--- config.mk ---
export PLATFORM = sky130hd
export DESIGN_NAME = seg7_trace_scan
export DESIGN_NICKNAME = d
export VERILOG_FILES = /design/src/rtl/seg7_trace_scan.sv
export SDC_FILE = /design/constraint.sdc
export NUM_CORES = 1
export LEC_CHECK = 0
export CORE_UTILIZATION = 45
export CTS_CLUSTER_DIAMETER = 50
export DETAILED_ROUTE_END_ITERATION = 6
export PLACE_DENSITY_LB_ADDON = 0.3
export SKIP_LAST_GASP = 1
export SLEW_MARGIN = 20
export SYNTH_ARGS = -nofsm -noshare
export SYNTH_HDL_FRONTEND = slang
export SYNTH_SLANG_ARGS = --single-unit
--- constraint.sdc ---
create_clock -name Clk_O -period 2.1 [get_ports Clk_O]
set_clock_uncertainty 0.1 [all_clocks]
set_input_delay 0.21 -clock Clk_O [delete_from_list [all_inputs] [get_ports Clk_O]]
set_output_delay 0.21 -clock Clk_O [all_outputs]
set_load 0.01 [all_outputs]
--- src/rtl/seg7_trace_scan.sv ---
// Fetch-pair display: shows {PC, Instruction} as four hex digits on a
// multiplexed common-anode 7-segment display (PC hi, PC lo, instr hi, instr lo).
// Latency: outputs registered, one clock after the idx/cap state they reflect.
// Backpressure: none; the scan free-runs and Hold only freezes the capture register.
// Optional feature: SEG7_DP_BLINK_EN blinks the separator point every 32 scans.
module seg7_trace_scan #(
   parameter int PRESCALE_W = 16
) (
   input  logic       Clk_O,
   input  logic       Reset,
   input  logic [7:0] PC,
   input  logic [7:0] Instruction,
   input  logic       Capture,
   input  logic       Hold,
   output logic [6:0] Seg,
   output logic       Dp,
   output logic [3:0] An
);

   logic [PRESCALE_W-1:0] r_pre;
   logic [1:0]            r_idx;
   logic [15:0]           r_cap;

   logic                  w_pre_wrap;
   logic [3:0]            w_nib;
   logic [3:0]            w_an;
   logic [6:0]            w_seg;
   logic                  w_dp_lit;

   assign w_pre_wrap = &r_pre;

   // Refresh prescaler and digit index: idx steps once per full prescaler period.
   always_ff @(posedge Clk_O or negedge Reset) begin
      if (!Reset) begin
         r_pre <= '0;
         r_idx <= 2'd0;
      end else begin
         r_pre <= r_pre + PRESCALE_W'(1);
         if (w_pre_wrap) begin
            r_idx <= r_idx + 2'd1;
         end
      end
   end

   // Capture register: Hold has priority so a frozen value survives Capture pulses.
   always_ff @(posedge Clk_O or negedge Reset) begin
      if (!Reset) begin
         r_cap <= 16'h0000;
      end else if (Capture && !Hold) begin
         r_cap <= {PC, Instruction};
      end
   end

`ifdef SEG7_DP_BLINK_EN
   logic [5:0] r_rnd;

   // Scan-round counter, bumped on the edge where idx wraps 3 -> 0.
   always_ff @(posedge Clk_O or negedge Reset) begin
      if (!Reset) begin
         r_rnd <= 6'd0;
      end else if (w_pre_wrap && (r_idx == 2'd3)) begin
         r_rnd <= r_rnd + 6'd1;
      end
   end

   assign w_dp_lit = (r_idx == 2'd1) && !r_rnd[5];
`else
   assign w_dp_lit = (r_idx == 2'd1);
`endif

   // Select the anode and nibble for the digit currently being scanned.
   always_comb begin
      w_an  = 4'b1111;
      w_nib = 4'h0;
      case (r_idx)
         2'd0: begin w_an = 4'b0111; w_nib = r_cap[15:12]; end
         2'd1: begin w_an = 4'b1011; w_nib = r_cap[11:8];  end
         2'd2: begin w_an = 4'b1101; w_nib = r_cap[7:4];   end
         2'd3: begin w_an = 4'b1110; w_nib = r_cap[3:0];   end
         default: begin w_an = 4'b1111; w_nib = 4'h0; end
      endcase
   end

   // Hex to active-low segments, bit order {g,f,e,d,c,b,a}.
   always_comb begin
      w_seg = 7'h7F;
      case (w_nib)
         4'h0: w_seg = 7'h40;
         4'h1: w_seg = 7'h79;
         4'h2: w_seg = 7'h24;
         4'h3: w_seg = 7'h30;
         4'h4: w_seg = 7'h19;
         4'h5: w_seg = 7'h12;
         4'h6: w_seg = 7'h02;
         4'h7: w_seg = 7'h78;
         4'h8: w_seg = 7'h00;
         4'h9: w_seg = 7'h10;
         4'hA: w_seg = 7'h08;
         4'hB: w_seg = 7'h03;
         4'hC: w_seg = 7'h46;
         4'hD: w_seg = 7'h21;
         4'hE: w_seg = 7'h06;
         4'hF: w_seg = 7'h0E;
         default: w_seg = 7'h7F;
      endcase
   end

   // Registered pin drivers; reset blanks the display immediately.
   always_ff @(posedge Clk_O or negedge Reset) begin
      if (!Reset) begin
         Seg <= 7'h7F;
         An  <= 4'hF;
         Dp  <= 1'b1;
      end else begin
         Seg <= w_seg;
         An  <= w_an;
         Dp  <= !w_dp_lit;
      end
   end

endmodule

==> reports/summary.txt, run 1 <==
Fin Setup TNS: 0 ns
Yosys warnings: 0
Ports: 32
Core Util, Final: 61.4%
Routed WL per cell: 14.1 um
CTS HTree Levels: 2
Initial DRC Count: 84
initial antenna violation count: 0
deepest clock path buffer count: 2
vias in the first global route: 1,452
most common cell in the netlist: dfrtp_1
crit path time final: 2.08 ns
number of buffers created by CTS: 5
port buffer count: 31
CP Launch Type: flip-flop
Congestion Overflow GR: 0
clock transition at the registers of the reported paths: 0.08 ns
dominant cells by area after synthesis: dfrtp_1, dfstp_2, mux2_1, ha_1, xnor2_1
leakage: 1.19 nW
fmax: 481 MHz
PD cells: 703 nW/um^2
ys async rst share: 100%
Final Hold Fails: 0
crit end category: flip-flop
nets@finish: 248
die height: 69.7 um
worst-skew pair later-pin latency: 0.30 ns
drt pass-1 iters: 5
Area after DPL: 2500 um^2
DP HPWL: 2770 um
first-pass GRT wire length: 6320 um
Sw Ratio: 24.2%
post-route design area: 2690 um^2
Num Clock Sinks: 45
Synth Instances: 165
Comb power frac: 19.5%
Slew Limit Fails: 0
flops & latches, synth: 45
layout cell share with drive strength beyond 1: 26.1%
drt via density: 5.19
CP max stage delay: 0.41 ns
RSZ-0062 raised after global routing: yes
Worst-Margin Slew: 0.526 ns
family with the most delay on the worst path: compound AO/OA/AOI/OAI gates
CP cell instances: inv_2 > ha_2 > buf_4 > a222oi_1 > mux2i_1 > xnor2_1 > a221o_1
clock root buffer: clkbuf_8
clock network fraction of total power: 28.0%
synthesized area per cell: 12.5 um^2
Synth Net Count: 196
post-synth top area share: 41.2%
Die W: 69.7 um
Post-Place Cells: 256
VDD IR max: 0.426 mV
Remaining DRCs: 0
Rows: 24
Final Setup Violations: 0
max_cap viols: 0
Synth cell types: 33
area grow syn2layout: 30.4%
Sequential Power Share: 52.5%
Seq/Total Area, Yosys: 55.2%
area of the core: 4380 um^2
final WL: 3810 um
Yosys top cell by area: dfrtp_1
largest net degree at the start of global routing: 26
Worst slew margin: 64.9%
slowest CP cell: dfrtp_2
Setup CP Type: flip-flop to flip-flop
Post-synth EDFFs: 0
final std cells w/o fill: 270
Placer Congestion: 0.859
Int Pwr: 1.44 mW
mapped cell area: 2060 um^2
worst-path fanout max: 3
leading post-synthesis cells by instance count: dfrtp_1, mux2_1, inv_1, xnor2_1, nand2_1
Final period util: 99.0%
WP buf/inv: 2
CTS tree: built
All-Layer GR Usage: 16.8%
Initial Util: 47.1%
Hold WC Path Type: primary input to async pin
die area: 4860 um^2
Psw: 0.458 mW
n_diodes: 0
status: complete, no violations
Main synth FF type: dfrtp_1
vias: 1,400
Worst Path Arrival: 2.20 ns
Post-DRT Antenna Nets: 0
CP Data Required Time: 2.22 ns
==> final cells by class <==
class / count / area [um^2]
clock buffers: 8 / 90.1
repair buffers: 49 / 443
fillers: 339 / 1690
well taps: 52 / 65.1
multi-input cells: 101 / 893
flip-flops and latches: 45 / 1140
inverters: 15 / 58.8
==> repair_timing <==
item / 4_1_cts / 5_1_grt
endpoints found under the hold margin: 21 / 0
hold buffers: 1 / 0
endpoints found under the setup margin: 5 / 7
gates resized for setup: 5 / 12
pin swaps: 4 / 2
buffers inserted: 3 / 2
==> registers in the layout, indices dropped and copies added (netlist names) <==
name	flops
r_pre	16
r_idx	2
An	4
r_cap	16
Seg	7
==> power groups by stage <==
stage | combinational, mW | clock (mW) | sequential, mW
global placement | 0.323 | 0 | 1.01
floorplan | 0.163 | 0 | 1.02
CTS | 0.346 | 0.548 | 0.993
detailed placement | 0.336 | 0 | 1.01
global route | 0.398 | 0.591 | 1.00
finish | 0.368 | 0.531 | 0.994
==> path summary, 6_finish.rpt <==
path,slack [ns],startpoint,endpoint,depth (start not counted)
min reg2reg,0.37,r_pre[12],r_pre[12],1
max,0.02,r_idx[0],Seg[0],7
max in group asynchronous,0.95,Reset,Seg[3],3
min in group Clk_O,0.36,PC[6],r_cap[14],3
min,0.32,Reset,r_cap[6],2
max reg2reg,0.02,r_idx[0],Seg[0],7
==> placed cells by master (no fill, tap or decap), types with 2 or more instances in the layout <==
cell              n
dfrtp_1          33
clkdlybuf4s50_1  30
buf_4            17
mux2_1           15
xnor2_1          14
nand2_1          12
dfstp_2          11
inv_1            10
mux2i_1           8
ha_1              6
clkbuf_8          6
nand3_1           5
inv_2             4
nand4_1           4
nor2_1            4
ha_2              4
a222oi_1          3
and3_1            3
o22ai_2           3
o21ai_1           3
mux2_4            2
xor2_1            2
clkbuf_1          2
==> stage by stage <==
step	power [mW]	worst slack (ns)	hold slack (ns)
2_1_floorplan	1.18	0.0222	-0.186
3_3_place_gp	1.33	-0.00683	0.0998
3_5_place_dp	1.35	-0.0601	0.117
4_1_cts	1.89	0.000881	0.338
5_1_grt	1.99	-0.0820	0.361
6_report	1.89	0.0207	0.318
==> layer usage <==
layer / share of wire (%) / vias to the layer above / global-route usage, %
li1: - / 665 / -
met1: 40 / 695 / 18.7
met2: 54 / 35 / 29.3
met3: 4.8 / 5 / 6.10
met4: 1.1 / 0 / 6.22
met5: 0 / - / 0
==> logic make-up (layout without fill, tap and decap cells) <==
logic type | Yosys count | after routing | share of synthesized area (%)
compound gates | 13 | 13 | 4.67
xor+xnor | 16 | 16 | 6.79
fa+ha+maj | 11 | 11 | 6.67
buf+inv | 19 | 72 | 4.12
flops | 45 | 45 | 55.2
mux | 26 | 26 | 13.8
simple gates | 35 | 35 | 8.73
No activity file was read; power rests on OpenSTA's default activity.
==> run 2: changes to the inputs <==
--- a/config.mk
+++ b/config.mk
@@ -5,6 +5,7 @@
 export SDC_FILE = /design/constraint.sdc
 export NUM_CORES = 1
 export LEC_CHECK = 0
+export CAP_MARGIN = 20
 export CORE_UTILIZATION = 45
 export CTS_CLUSTER_DIAMETER = 50
 export DETAILED_ROUTE_END_ITERATION = 6
==> results of run 2 <==
No change in the layout: final DEF, timing and power equal those of run 1.
